===== src/rtl/weight_stream_mem.sv =====
// weight_stream_mem
//   Signed weight store for the classifier datapath. Weights are streamed in
//   through a valid/ready load port, and an auto-incrementing pointer places
//   each one. A base/length read job then streams the words to the MAC array.
//   The read path is a two-stage pipeline (registered array read, then the
//   output register), so holding rd_ready_i high gives one beat per cycle.
// Ports
//   clk, rst_n            clock, asynchronous active-low reset
//   clr_i                 synchronous clear (array contents kept)
//   wr_valid_i/wr_data_i  load word, accepted when wr_ready_o is high
//   wr_ready_o            high in IDLE/LOAD
//   load_done_o           high once DEPTH words have been loaded
//   rd_start_i            read job request, sampled with rd_base_i/rd_len_i
//   rd_ready_i            consumer ready
//   rd_valid_o/rd_data_o  read beat (rd_data_o is zero while not valid)
//   rd_last_o             final beat of a job
//   finish_o              one-cycle pulse after the final beat is accepted
//   busy_o                high in LOAD and STREAM
module weight_stream_mem #(
    parameter int DW    = 9,
    parameter int DEPTH = 30,
    parameter int AW    = 5
) (
    input  logic          clk,
    input  logic          rst_n,
    input  logic          clr_i,
    input  logic          wr_valid_i,
    input  logic [DW-1:0] wr_data_i,
    output logic          wr_ready_o,
    output logic          load_done_o,
    input  logic          rd_start_i,
    input  logic [AW-1:0] rd_base_i,
    input  logic [AW:0]   rd_len_i,
    input  logic          rd_ready_i,
    output logic          rd_valid_o,
    output logic [DW-1:0] rd_data_o,
    output logic          rd_last_o,
    output logic          finish_o,
    output logic          busy_o
);

    localparam logic [AW:0]   DEPTH_W   = (AW+1)'(DEPTH);
    localparam logic [AW:0]   LAST_PTR  = (AW+1)'(DEPTH - 1);
    localparam logic [AW:0]   ONE_W     = (AW+1)'(1);
    localparam logic [AW-1:0] LAST_ADDR = AW'(DEPTH - 1);

    typedef enum logic [1:0] {
        S_IDLE   = 2'd0,
        S_LOAD   = 2'd1,
        S_READY  = 2'd2,
        S_STREAM = 2'd3
    } state_e;

    state_e        state_q, state_d;
    logic [DW-1:0] mem_q [DEPTH];
    logic [AW:0]   wr_ptr_q, wr_ptr_d;
    logic          load_done_q, load_done_d;
    logic          wr_ready_q, wr_ready_d;
    logic          busy_q, busy_d;
    logic [AW-1:0] rd_addr_q, rd_addr_d;
    logic [AW:0]   rem_q, rem_d;
    logic          s1_valid_q, s1_valid_d;
    logic          s1_last_q, s1_last_d;
    logic [DW-1:0] s1_data_q;
    logic          out_valid_q, out_valid_d;
    logic          out_last_q, out_last_d;
    logic [DW-1:0] out_data_q, out_data_d;
    logic          finish_q, finish_d;

    logic wr_acc_s, wr_last_s, start_ok_s, out_adv_s, s1_adv_s, issue_s, beat_done_s;

    // clr suppresses the write so that nothing lands in the array on a clear cycle
    assign wr_acc_s    = wr_valid_i & wr_ready_q & ~clr_i;
    assign wr_last_s   = (wr_ptr_q == LAST_PTR);
    assign start_ok_s  = (state_q == S_READY) & rd_start_i & (rd_len_i != {(AW+1){1'b0}})
                       & (rd_len_i <= DEPTH_W) & ({1'b0, rd_base_i} < DEPTH_W);
    // Each stage may advance when it is empty or its content moves on this cycle
    assign out_adv_s   = ~out_valid_q | rd_ready_i;
    assign s1_adv_s    = ~s1_valid_q | out_adv_s;
    assign issue_s     = (state_q == S_STREAM) & (rem_q != {(AW+1){1'b0}}) & s1_adv_s & ~clr_i;
    assign beat_done_s = out_valid_q & rd_ready_i & out_last_q;

    // FSM next-state logic
    always_comb begin
        state_d = state_q;
        case (state_q)
            S_IDLE: begin
                if (wr_acc_s) begin
                    state_d = wr_last_s ? S_READY : S_LOAD;
                end else begin
                    state_d = S_IDLE;
                end
            end
            S_LOAD: begin
                if (wr_acc_s && wr_last_s) begin
                    state_d = S_READY;
                end else begin
                    state_d = S_LOAD;
                end
            end
            S_READY: begin
                if (start_ok_s) begin
                    state_d = S_STREAM;
                end else begin
                    state_d = S_READY;
                end
            end
            S_STREAM: begin
                if (beat_done_s) begin
                    state_d = S_READY;
                end else begin
                    state_d = S_STREAM;
                end
            end
            default: state_d = S_IDLE;
        endcase
        if (clr_i) begin
            state_d = S_IDLE;
        end else begin
            state_d = state_d;
        end
    end

    // Datapath next-state: load pointer, read address/count, read pipeline, flags
    always_comb begin
        wr_ptr_d    = wr_ptr_q;
        load_done_d = load_done_q;
        rd_addr_d   = rd_addr_q;
        rem_d       = rem_q;
        s1_valid_d  = s1_valid_q;
        s1_last_d   = s1_last_q;
        out_valid_d = out_valid_q;
        out_last_d  = out_last_q;
        out_data_d  = out_data_q;
        finish_d    = beat_done_s;

        if (wr_acc_s) begin
            wr_ptr_d    = wr_ptr_q + ONE_W;
            load_done_d = load_done_q | wr_last_s;
        end else begin
            wr_ptr_d    = wr_ptr_q;
        end

        if (start_ok_s) begin
            rd_addr_d = rd_base_i;
            rem_d     = rd_len_i;
        end else if (issue_s) begin
            rd_addr_d = (rd_addr_q == LAST_ADDR) ? {AW{1'b0}} : rd_addr_q + AW'(1);
            rem_d     = rem_q - ONE_W;
        end else begin
            rem_d     = rem_q;
        end

        if (s1_adv_s) begin
            s1_valid_d = issue_s;
            s1_last_d  = issue_s & (rem_q == ONE_W);
        end else begin
            s1_valid_d = s1_valid_q;
        end

        // Output data is zeroed whenever no beat is being presented
        if (out_adv_s) begin
            out_valid_d = s1_valid_q;
            out_last_d  = s1_valid_q & s1_last_q;
            out_data_d  = s1_valid_q ? s1_data_q : {DW{1'b0}};
        end else begin
            out_valid_d = out_valid_q;
        end

        if (clr_i) begin
            wr_ptr_d    = {(AW+1){1'b0}};
            load_done_d = 1'b0;
            rd_addr_d   = {AW{1'b0}};
            rem_d       = {(AW+1){1'b0}};
            s1_valid_d  = 1'b0;
            s1_last_d   = 1'b0;
            out_valid_d = 1'b0;
            out_last_d  = 1'b0;
            out_data_d  = {DW{1'b0}};
            finish_d    = 1'b0;
        end else begin
            finish_d    = finish_d;
        end
    end

    // Status outputs registered from the next state so they line up with it
    always_comb begin
        wr_ready_d = (state_d == S_IDLE) | (state_d == S_LOAD);
        busy_d     = (state_d == S_LOAD) | (state_d == S_STREAM);
    end

    // State and control registers
    always_ff @(posedge clk or negedge rst_n) begin
        if (!rst_n) begin
            state_q     <= S_IDLE;
            wr_ptr_q    <= {(AW+1){1'b0}};
            load_done_q <= 1'b0;
            wr_ready_q  <= 1'b1;
            busy_q      <= 1'b0;
            rd_addr_q   <= {AW{1'b0}};
            rem_q       <= {(AW+1){1'b0}};
            s1_valid_q  <= 1'b0;
            s1_last_q   <= 1'b0;
            out_valid_q <= 1'b0;
            out_last_q  <= 1'b0;
            out_data_q  <= {DW{1'b0}};
            finish_q    <= 1'b0;
        end else begin
            state_q     <= state_d;
            wr_ptr_q    <= wr_ptr_d;
            load_done_q <= load_done_d;
            wr_ready_q  <= wr_ready_d;
            busy_q      <= busy_d;
            rd_addr_q   <= rd_addr_d;
            rem_q       <= rem_d;
            s1_valid_q  <= s1_valid_d;
            s1_last_q   <= s1_last_d;
            out_valid_q <= out_valid_d;
            out_last_q  <= out_last_d;
            out_data_q  <= out_data_d;
            finish_q    <= finish_d;
        end
    end

    // Weight array write and registered read (no reset: contents are don't-care)
    always_ff @(posedge clk) begin
        if (wr_acc_s) begin
            mem_q[wr_ptr_q[AW-1:0]] <= wr_data_i;
        end
        if (issue_s) begin
            s1_data_q <= mem_q[rd_addr_q];
        end
    end

    assign wr_ready_o  = wr_ready_q;
    assign load_done_o = load_done_q;
    assign busy_o      = busy_q;
    assign rd_valid_o  = out_valid_q;
    assign rd_data_o   = out_data_q;
    assign rd_last_o   = out_last_q;
    assign finish_o    = finish_q;

endmodule

===== config.mk =====
export PLATFORM = sky130hd
export DESIGN_NAME = weight_stream_mem
export DESIGN_NICKNAME = d
export VERILOG_FILES = /design/src/rtl/weight_stream_mem.sv
export SDC_FILE = /design/constraint.sdc
export NUM_CORES = 1
export LEC_CHECK = 0
export ABC_CLOCK_PERIOD_IN_PS = 2300
export CAP_MARGIN = 20
export CORE_ASPECT_RATIO = 1.75
export CORE_MARGIN = 2
export CORE_UTILIZATION = 61
export DETAILED_ROUTE_END_ITERATION = 8
export PLACE_DENSITY_LB_ADDON = 0.1
export SLEW_MARGIN = 15
export SYNTH_ARGS = -nofsm -noshare
export SYNTH_HDL_FRONTEND = slang
export SYNTH_SLANG_ARGS = --single-unit

===== constraint.sdc =====
create_clock -name clk -period 2.3 [get_ports clk]
set_input_delay 0.46 -clock clk [delete_from_list [all_inputs] [get_ports clk]]
set_output_delay 0.46 -clock clk [all_outputs]
set_load 0.03 [all_outputs]

* Word level (Yosys, flattened, before mapping) *
Memory sizes are Yosys's and may differ from the RTL's. A register that Yosys moved wholly into a read port is not among the register bits.
Cells that the tools add are included.

operators by class
  bitwise operators = 21
  $lt $le $gt $ge = 2
  equal/unequal tests = 8
  multiplexer cells = 32
  reductions and logical operators = 9
  add/subtract/negate cells = 3

operators by type and width
  operator                                                                           count
  6-bit 2-to-1 mux                                                                   5
  9-bit 2-to-1 mux                                                                   3
  5-bit 2-to-1 mux                                                                   4
  1-bit 2-to-1 mux                                                                   15
  1-bit AND                                                                          13
  6-bit nonzero test                                                                 2
  2-bit 2-to-1 mux                                                                   4
  2-bit one-hot mux with 4 select lines                                              1
  6-bit by 1-bit adder with 6-bit output (second input constant)                     1
  2-bit equality test (second input constant)                                        3
  6-bit by 1-bit equality test with 1-bit output (second input constant)             1
  6-bit by 5-bit equality test with 1-bit output (second input constant)             1
  6-bit by 5-bit less-or-equal comparator with 1-bit output (second input constant)  1
  2-bit nonzero test                                                                 3
  6-bit by 1-bit subtractor with 6-bit output (second input constant)                1
  5-bit by 1-bit adder with 5-bit output (second input constant)                     1
  5-bit equality test (second input constant)                                        1
  5-bit < comparator (second input constant)                                         1
  1-bit OR                                                                           5
  2-bit by 1-bit equality test with 1-bit output (second input constant)             2
  2-bit logical NOT                                                                  2
  1-bit inverter                                                                     3
  3-bit nonzero test                                                                 1
  1-bit logical AND                                                                  1

word-level totals
  word-level logic and storage cells = 89
  output and inout port bits = 15
  input bits = 26
  flip-flop bits (word level) = 36
  memories kept = 1
  bits in writable memories = 270

memory list
  name   words  bits a word  rd ports  clocked after Yosys merged registers in  wr ports  line  RTL
  mem_q  30     9            1         1                                        1         55    logic [DW-1:0] mem_q [DEPTH];

* Logic depth before layout (Yosys ltp) *
  depth after elaboration = 10
  depth in mapped cells = 7
  gate-level depth less buffers = 6

* Least setup slack after synthesis *
No wires, ideal clock.

  path kind = register to register
  start = register rd_addr_q[0]
  end = register s1_data_q[0] (read register of mem_q), data pin
  stages on the path, launching flop included = 6
  clock period less this slack = 1.924 ns
  setup slack = 0.376 ns
  library setup time = 0.269 ns
  arrival time = 1.655 ns
  required time = 2.031 ns
  path buffers = 2
  cells stage by stage = dfrtp_1 > buf_2 > buf_2 > mux4_2 > a211oi_1 > a22oi_1

RTL lines
  what                      line  RTL
  start: declaration        60    logic [AW-1:0] rd_addr_q, rd_addr_d;
  start signal: assignment  200   rd_addr_q <= {AW{1'b0}};
  start signal: assignment  214   rd_addr_q <= rd_addr_d;
  end: declaration          64    logic [DW-1:0] s1_data_q;

==> out/results.ini <==
[power]
seq_power_share_pct = 56.5
swShare_pct = 19.3
p_comb_share_pct = 2.4
p_per_area_nw_per_um2 = 747
p_total_uw = 11100
peakVddDrop_mv = 0.883
internal_power_uw = 8930
clockPowerShare_pct = 41.1
cellLeakagePower_uw = 0.00486
power.net_switching_uw = 2130

[synthesis]
synth.most_common_cell = edfxtp_1
synth_nets = 748
yosysTopAreaCellShare_pct = 66.6
yosysSeqAreaShare_pct = 73.6
syn_area_um2 = 12600
synth_common_cells = edfxtp_1 (279), nor2_1 (51), mux4_2 (45), mux2i_1 (44), dfrtp_1 (34)
avgSynthCellArea_um2 = 17.6
synth_ff_type = edfxtp_1
ys_ff_latch = 314
yosys.area.top_type = edfxtp_1
synthArstFlopShare_pct = 11.1
synthDistinctLibCells = 58
syn_inst = 713
yosysWarnings = 0
synth.area.top_cells = edfxtp_1 (67%), mux4_2 (8.1%), dfrtp_1 (6.8%), mux2i_1 (3.5%), nor2_1 (1.5%)
synth_edf_count = 279

[cts]
htreeDepth = 1
clk_latency_ns = 0.53
clk_pin_slew_ns = 0.07
numClockSinks = 314
cts_inserted_buffers = 27
cts_tree = done
cts_hold_buf = 0
cts_root_buffer = clkbuf_16
clock_path_buffers = 3

[timing]
fmax_mhz = 444
skew_ns = 0.00871
fin_crit_sh_pct = 98.0
period_needed_ns = 2.25
timing.hold.ws_ns = 0.349
hold_viol = 0
rsz0062_at_grt = false
slew_viol_final = 0
tightestPinTransition_ns = 0.769
max-slew-margin-rel_pct = 48.8
setup_viol_count_final = 0

[floorplanning]
rows = 69
start_util_pct = 62.0
fp.dieH_um = 194
die_area_um2 = 21800
io_pins = 41
coreArea_um2 = 20300
die_w_um = 113

[placed_design]
numPortBuffers = 40
hpwl_um = 20800
gp_congestion = 0.888

[routing]
ant_nets = 0
drt_wl_total_um = 30000
viasPerCell = 6.42
num_vias = 7086
detail_route.wl_per_cell_um = 27.2
drc_errors = 0
first_iter_violations = 616
dr.pass1.iters = 5

[global_routing]
grt_pass1_wl_um = 46000
antenna_found_initial = 0
grt_overflow_total = 0
grt_max_degree = 36
track_usage_pct = 28.4
grt_pass1_vias = 7599

[worst_setup_path]
reg2regPathDepth = 5
worstPathRequired_ns = 2.55
start_kind = flip-flop
end_kind = flip-flop
criticalPathCategory = flip-flop to flip-flop
path_max_fanout = 12
worstPathArrival_ns = 2.50

[layout]
fill_cells = 1259
areaGrowthSynthToFinish_pct = 17.7
fin_nets = 872
drive_gt1_share_pct = 22.5
antenna_cells = 0

[flow_run]
drv_cap = 0

[min_path]
hp-class = input port to asynchronous set/reset pin

[status]
status = completed

## path summary, 6_finish.rpt
check,from,end,slack [ns]
setup / recovery,rd_addr_q[0],s1_data_q[3],0.05
min in group clk,s1_data_q[6],rd_data_o[6],0.46
setup reg to reg,rd_addr_q[0],s1_data_q[3],0.05
hold / removal,rst_n,rd_addr_q[0],0.35
hold reg to reg,s1_data_q[6],rd_data_o[6],0.46
max in group asynchronous,rst_n,wr_ready_o,1.59
## power groups by stage
stage                     registers (uW)  clock network (uW)  logic, uW
after detailed placement            6360                   0        268
after floorplan                     6360                   0       66.2
after CTS                           6240                4600        269
after global placement              6360                   0        257
after global routing                6240                4810        291
final                               6240                4540        269
## state kept, by name, indices dropped and copies added (netlist names)
name	cells
rd_addr_q	5
finish_o	1
wr_ptr_q	6
s1_data_q	9
s1_last_q	1
mem_q	270
rem_q	6
s1_valid_q	1
rd_data_o	9
state_q	2
rd_valid_o	1
rd_last_o	1
wr_ready_o	1
load_done_o	1
## cell families (layout without fill, tap and decap cells)
| family | after synthesis | after routing | synth area share [%] |
|---|---|---|---|
| adders and majority gates | 9 | 9 | 0.895 |
| muxes | 90 | 90 | 11.6 |
| and+or+nand+nor | 127 | 127 | 5.16 |
| AOI/OAI and AO/OA | 120 | 120 | 6.59 |
| buffers and inverters | 47 | 189 | 1.70 |
| DFF | 314 | 314 | 73.6 |
| xor gates and xnor gates | 6 | 6 | 0.418 |
## worst max-delay path: stages (launching register included)
cell and delay (ns):
dfrtp_4 0.55, buf_4 0.16, mux4_2 0.55, a211oi_1 0.38, buf_4 0.20, a22oi_1 0.11
## area by class of cell
cell class	count	area, um2	area share, %
Multi-Input combinational cell	352	3110	21.0
Sequential cell	314	9260	62.6
Clock buffer	29	683	4.62
Tap cell	248	310	2.10
Timing Repair Buffer	132	1190	8.05
Inverter	10	37.5	0.254
Clock inverter	18	200	1.35
## layout by cell type, fill, tap and decap left out, drive strengths merged, types with 9 or more instances in the layout
master	instances
a22o	11
nand2	24
nor2	51
ha	9
o22ai	17
clkdlybuf4s50	40
mux4	45
a22oi	18
edfxtp	279
dfrtp	34
buf	92
a211oi	10
mux2i	44
clkinv	11
a21oi	23
o21ai	14
clkbuf	29
inv	12
## per-layer routing
layer | share of wire [%] | global-route usage [%] | vias up
li1 | - | - | 3114
met1 | 34 | 32.3 | 3667
met2 | 58 | 54.4 | 251
met3 | 4.1 | 3.31 | 54
met4 | 3.5 | 9.58 | 0
met5 | 0 | 0 | -
## timing repair
action	in CTS	in global routing
resized for setup	1	1
setup buffers	2	3
setup endpoints to repair	4	9
## metrics by stage
stage	setup slack [ns]	instances	utilization [%]	setup TNS [ns]	instance area, um2
6_report	0.0467	1103	72.9	0	14800
2_1_floorplan	0.376	713	-	0	12600
4_1_cts	0.0160	1100	72.8	0	14800
5_1_grt	0.0139	1103	72.9	0	14800
3_3_place_gp	-0.120	1051	68.4	-10.41	13900
3_5_place_dp	-0.172	1051	68.4	-19.37	13900
(Power assumes the default switching activity.)
